<file path="src/rtl/uneander_control.sv">
// uneander_control: one-hot T0..T7 sequencer decoding the UNEANDER instruction set into datapath strobes.
module uneander_control (
    input  logic       ck,
    input  logic       nreset,
    input  logic [3:0] op,
    input  logic       n,
    input  logic       z,
    output logic [7:0] t,
    output logic       carga_rem,
    output logic       sel_rem,
    output logic       read,
    output logic       write,
    output logic       carga_rdm,
    output logic       inc_pc,
    output logic       carga_pc,
    output logic       carga_ri,
    output logic       carga_ac,
    output logic       carga_nz,
    output logic [2:0] sel_ula,
    output logic       halt
);
    typedef enum logic [7:0] {
        T0 = 8'h01, T1 = 8'h02, T2 = 8'h04, T3 = 8'h08,
        T4 = 8'h10, T5 = 8'h20, T6 = 8'h40, T7 = 8'h80
    } state_t;

    state_t state, next;
    logic rem_d, srem_d, rd_d, wr_d, rdm_d, inc_d, pc_d, ri_d, ac_d, nz_d, halt_d;
    logic [2:0] ula_d;
    logic mem_op, is_sta, is_not, is_hlt, jump_taken, jump_skip;

    assign mem_op     = (op >= 4'h1) && (op <= 4'h5);
    assign is_sta     = op == 4'h1;
    assign is_not     = op == 4'h6;
    assign is_hlt     = op == 4'hF;
    assign jump_taken = (op == 4'h8) || (op == 4'h9 && n) || (op == 4'hA && z);
    assign jump_skip  = (op == 4'h9 && !n) || (op == 4'hA && !z);

    always_ff @(posedge ck or negedge nreset) begin
        if (!nreset) state <= T0;
        else         state <= next;
    end

    always_comb begin
        next   = T0;
        rem_d  = 1'b0;
        srem_d = 1'b0;
        rd_d   = 1'b0;
        wr_d   = 1'b0;
        rdm_d  = 1'b0;
        inc_d  = 1'b0;
        pc_d   = 1'b0;
        ri_d   = 1'b0;
        ac_d   = 1'b0;
        nz_d   = 1'b0;
        halt_d = 1'b0;
        ula_d  = 3'b000;
        case (state)
            T0: begin
                rem_d = 1'b1;
                next  = T1;
            end
            T1: begin
                rd_d  = 1'b1;
                inc_d = 1'b1;
                next  = T2;
            end
            T2: begin
                ri_d = 1'b1;
                next = T3;
            end
            T3: begin
                if (is_hlt) begin
                    halt_d = 1'b1;
                    next   = T3;
                end else if (is_not) begin
                    ac_d  = 1'b1;
                    nz_d  = 1'b1;
                    ula_d = 3'b011;
                end else if (jump_skip) begin
                    inc_d = 1'b1;
                end else if (mem_op || jump_taken) begin
                    rem_d = 1'b1;
                    next  = T4;
                end
            end
            T4: begin
                rd_d  = 1'b1;
                inc_d = 1'b1;
                next  = T5;
            end
            T5: begin
                if (jump_taken) begin
                    pc_d = 1'b1;
                end else if (mem_op) begin
                    rem_d  = 1'b1;
                    srem_d = 1'b1;
                    next   = T6;
                end
            end
            T6: begin
                rdm_d = is_sta;
                rd_d  = !is_sta;
                next  = T7;
            end
            T7: begin
                wr_d  = is_sta;
                ac_d  = mem_op && !is_sta;
                nz_d  = mem_op && !is_sta;
                ula_d = op == 4'h2 ? 3'b100 :
                        op == 4'h4 ? 3'b010 :
                        op == 4'h5 ? 3'b001 : 3'b000;
            end
            default: next = T0;
        endcase
    end

    // Reset gates every strobe combinationally so nothing fires while nreset is low.
    assign t         = state;
    assign carga_rem = nreset & rem_d;
    assign sel_rem   = nreset & srem_d;
    assign read      = nreset & rd_d;
    assign write     = nreset & wr_d;
    assign carga_rdm = nreset & rdm_d;
    assign inc_pc    = nreset & inc_d;
    assign carga_pc  = nreset & pc_d;
    assign carga_ri  = nreset & ri_d;
    assign carga_ac  = nreset & ac_d;
    assign carga_nz  = nreset & nz_d;
    assign halt      = nreset & halt_d;
    assign sel_ula   = nreset ? ula_d : 3'b000;
endmodule

</file>
<file path="config.mk">
export PLATFORM = sky130hd
export DESIGN_NAME = uneander_control
export DESIGN_NICKNAME = d
export VERILOG_FILES = /design/src/rtl/uneander_control.sv
export SDC_FILE = /design/constraint.sdc
export NUM_CORES = 1
export LEC_CHECK = 0
export ABC_AREA = 1
export BUFFER_PORTS_ARGS = -buffer_cell sky130_fd_sc_hd__buf_4
export CELL_PAD_IN_SITES_DETAIL_PLACEMENT = 1
export CELL_PAD_IN_SITES_GLOBAL_PLACEMENT = 1
export CORE_MARGIN = 2
export CORE_UTILIZATION = 35
export CTS_BUF_LIST = sky130_fd_sc_hd__clkbuf_8
export CTS_CLUSTER_DIAMETER = 80
export DETAILED_ROUTE_END_ITERATION = 8
export PLACE_DENSITY_LB_ADDON = 0.2
export SLEW_MARGIN = 20
export SYNTH_ARGS = -nofsm -noshare
export SYNTH_HDL_FRONTEND = slang
export SYNTH_SLANG_ARGS = --single-unit
</file>
<file path="constraint.sdc">
create_clock -name ck -period 2.7 [get_ports ck]
set_input_delay 0.135 -clock ck [delete_from_list [all_inputs] [get_ports ck]]
set_output_delay 0.135 -clock ck [all_outputs]
set_load 0.1 [all_outputs]
</file>
* Yosys cells after proc, flatten, opt, wreduce, memory -nomap -nowiden
Cells that the tools add are included.
** Storage, ports and cells
- Flip-flop bits (word level) :: 8
- Bits of input ports :: 8
- Output and inout port bits :: 22
** Operators by class
- $lt $le $gt $ge :: 2
- Equal/unequal tests :: 17
- Muxes and demuxes :: 37
- Bitwise logic cells :: 10
- Reductions and logical operators :: 14
** Operators with widths (count)
- 8-bit case mux with 7 select lines :: 1
- 1-bit two-way mux :: 20
- 5-bit two-way mux :: 4
- 4-bit equality test (second input constant) :: 4
- 7-bit two-way mux :: 2
- 4-bit by 3-bit equality test with 1-bit output (second input constant) :: 3
- 1-bit bitwise AND :: 10
- 8-bit by 1-bit equality test with 1-bit output (second input constant) :: 1
- 8-bit by 2-bit equality test with 1-bit output (second input constant) :: 1
- 8-bit by 3-bit equality test with 1-bit output (second input constant) :: 1
- 8-bit by 4-bit equality test with 1-bit output (second input constant) :: 1
- 8-bit by 5-bit equality test with 1-bit output (second input constant) :: 1
- 8-bit by 6-bit equality test with 1-bit output (second input constant) :: 1
- 8-bit by 7-bit equality test with 1-bit output (second input constant) :: 1
- 8-bit equality test (second input constant) :: 1
- 1-bit logical AND :: 6
- 2-bit two-way mux :: 3
- 3-bit two-way mux :: 2
- 1-bit case mux with 2 select lines :: 3
- 3-bit case mux with 2 select lines :: 1
- 4-bit by 1-bit equality test with 1-bit output (second input constant) :: 1
- 4-bit by 2-bit equality test with 1-bit output (second input constant) :: 1
- 4-bit by 1-bit greater-or-equal comparator with 1-bit output (second input constant) :: 1
- 4-bit by 3-bit less-or-equal comparator with 1-bit output (second input constant) :: 1
- other kinds (4) :: 9

* Logic depth before layout (Yosys ltp)
- Depth after elaboration :: 11
- Mapped depth :: 8

* Worst setup path before layout
Ideal clock, no wire load.
- Path type :: reg-to-output
- From :: register state[3] (netlist: t[3])
- To :: output port carga_nz
- Arrival :: 3.483 ns
- Slack :: -0.918 ns
- Cell stages (with the launch flop) :: 8
- Path buffers :: 1
- Path through :: dfrtp_1 -> nand2_1 -> nor2_2 -> nand2_4 -> clkinv_2 -> nand3_4 -> a21oi_1 -> buf_4
** On the way
- Cells in the longest elaborated chain, start to end :: 3
- Elaborated cells between the ends (all ways) :: 4
- Classes of those cells :: 2 x eq/ne; 1 x mux; 1 x bitwise
** Ends and longest elaborated chain
- start: declaration :: line 27 : state_t state, next;
- start signal: assignment :: line 41 : else state <= next;
- 8-bit equality test or 8-bit by 4-bit equality test with 1-bit output (tied branches)
- 1-bit case mux with 2 select lines *
- 1-bit bitwise AND *
- end: declaration :: line 18 : output logic carga_nz,
Mark *: on every way between the ends. The rest lies on a longest branch, timed or not.

* Worst setup path after layout
- From :: register state[2] (netlist: t[2])
- To :: output port carga_ac
** On the way
- Cells in the longest elaborated chain, start to end :: 3
- Elaborated cells between the ends (all ways) :: 4
- Classes of those cells :: 2 x eq/ne; 1 x mux; 1 x bitwise
** Ends and longest elaborated chain
- 8-bit equality test or 8-bit by 4-bit equality test with 1-bit output (tied branches) :: line 58 : case (state)
- 1-bit case mux with 2 select lines * :: line 58
- 1-bit bitwise AND * :: line 128 : assign carga_ac = nreset & ac_d;
- end: declaration :: line 17 : output logic carga_ac,
Marks and branches as above.

==> flow_summary.toml <==
[synthesis]
yosys_register_bits = 8
syn_avg_cell_area_um2 = 5.96
synth_nets = 137
yosysSeqAreaShare_pct = 26.2
yosysUniqueCellTypes = 21
synth_area_leader_cell = "dfrtp_1"
synth_area_leaders = "dfrtp_1 23%, nand2_1 17%, nor2_1 11%"
synth_cells = 129
netlist_area_um2 = 768
synth.top_cell.area_share_pct = 22.8
ys_warn_count = 0

[placement]
dp_hpwl_mm = 2.04
globalplace.congestion = 0.842
placed_area_mm2 = 0.00104
io_buffers = 29

[power]
power_density_mw_per_mm2 = 830
p_leak_nw = 0.589
ir_drop_mv = 0.688
power_mw = 0.907

[floorplan]
fp.dieW_um = 50.9
die_y_um = 50.9
ios = 30
start_util_pct = 38.0
num_rows = 16
die_area_mm2 = 0.00259
coreArea_mm2 = 0.00202

[cells_and_area]
final_common_cell = "nand2_1"
final-seq-area_um2 = 201
layout_common_cells = "34 x nand2_1, 29 x buf_4, 18 x nor2_1"
nNetsFinal = 171
n_antenna_cell = 0
final_area_mm2 = 0.00109
largest_reg_flops = 8
fin_util_pct = 54.0
drive_gt1_share_pct = 41.4
multi_input_area_um2 = 500
num-fill-cells = 296
syn2layout_area_growth_pct = 42.2

[timing]
maxSlewHeadroom_pct = 75.6
fin_skew_ps = 3.66
fin_crit_ps = 1970
setup_viol = 0
timing.hold.ws_ps = 292
finalHoldViolCount = 0
maxSlewViolCount = 0
fin_crit_sh_pct = 73.0
final.setup.tns_ps = 0
tightest_slew_ps = 365
timing.fmax_mhz = 507
rsz0062_at_grt = "false"

[critical_path]
slowest_delay_ps = 400
cp.buffers_inverters = 1
end_kind = "primary output"
cp_slowest_cell = "dfrtp_1"
crit_arrival_ps = 1840
cp-start-kind = "flip-flop"
critPathKind = "reg2out"
cp_cell_sequence = "nor2_1 > nand2_1 > nor2_2 > nand3_1 > a21oi_2 > buf_4"
cp_top_family = "simple AND/OR/NAND/NOR gates"
critPathRequiredTime_ps = 2570
r2r_setup_slack_ps = 1350
crit_fanout = 4

[cts]
post_cts_buffers = 0
cts_made_buffers = 3
clkTransAtPathRegs_ps = 40
root_buffer = "clkbuf_8"
insertion_delay_ps = 230
cts_tree = "built"
cts_sinks = 8
clk_path_buf_depth = 2
post_cts_resized = 0
htreeDepth = 1

[routing]
routed-via-count = 921
first_iter_violations = 11
post-route-drc-count = 0
vias_per_cell = 4.87
antenna_left = 0
routed_wl_mm = 2.54
wl_per_cell_um = 13.4
drt_pass1_iterations = 4

[global_routing]
grt_pass1_wl_mm = 4.25
grt_max_degree = 14
antenna_found_initial = 0
overflow = 0
grt_pass1_vias = 940
grt_use_total_pct = 22.2

[worst_hold_path]
hold_path.class = "in2async"

[status]
status = "complete, no violations"

[job]
drv_cap = 0
per-layer routing:
metal	wire (um)	part of all wire (%)	global-route usage, %	vias up
met5	0	0	0	-
met4	21	0.83	5.41	0
met3	97	3.8	3.51	5
met2	1340	53	40.4	20
met1	1080	43	27.2	434
li1	-	-	-	462
kinds of logic after synthesis:
| family | count (synthesis) | share of synthesized area, % |
|---|---|---|
| and+or+nand+nor | 90 | 55.7 |
| AOI/OAI and AO/OA | 8 | 6.19 |
| buffers and inverters | 23 | 11.9 |
| DFF | 8 | 26.2 |
final timing paths:
path / from / to / cells after the start
worst max-delay path: t[2] / carga_ac / 6
worst min-delay path: nreset / t[5] / 2
worst max register to register: t[2] / t[0] / 8
worst min register to register: t[0] / t[1] / 2
max in group asynchronous: nreset / t[0] / 2
min in group ck: z / t[4] / 5
cells in the mapped netlist (all sizes together):
master / instances
clkinv: 1
o21ai: 1
and3: 1
nand2: 39
nand3: 14
nor2: 33
inv: 21
buf: 1
nand4: 1
nor3: 2
a21oi: 7
dfstp: 1
dfrtp: 7
through the flow:
stage | cells | setup slack [ps]
after detailed placement | 184 | 995
after floorplan | 129 | -295
final | 189 | 729
after global routing | 189 | 618
after CTS | 189 | 731
after global placement | 184 | 1020
worst reg2reg max path, delay by kind of cell, from the launching register on:
kind,cells,cell delay (ps)
buf+inv,1,100
flops,1,400
simple gates,7,760
final cells by class:
| class | instances | area share, % |
|---|---|---|
| tap | 27 | 3.09 |
| timing repair buffer | 30 | 20.8 |
| inverter | 22 | 7.67 |
| multi-input combinational | 98 | 45.8 |
| clock buffer | 3 | 3.78 |
| sequential | 8 | 18.4 |
| clock inverter | 1 | 0.344 |
power breakdown:
group	leakage, nW	total, mW	switching [mW]	internal, mW
logic	0.455	0.577	0.451	0.127
registers	0.106	0.180	0.0288	0.151
clock network	0.0269	0.150	0.0511	0.0988
repair_timing:
item / in CTS / in global routing
hold buffers: 1 / 0
hold endpoints to repair: 8 / 0
endpoints found under the setup margin: 0 / 0
No activity file was read; power rests on OpenSTA's default activity.
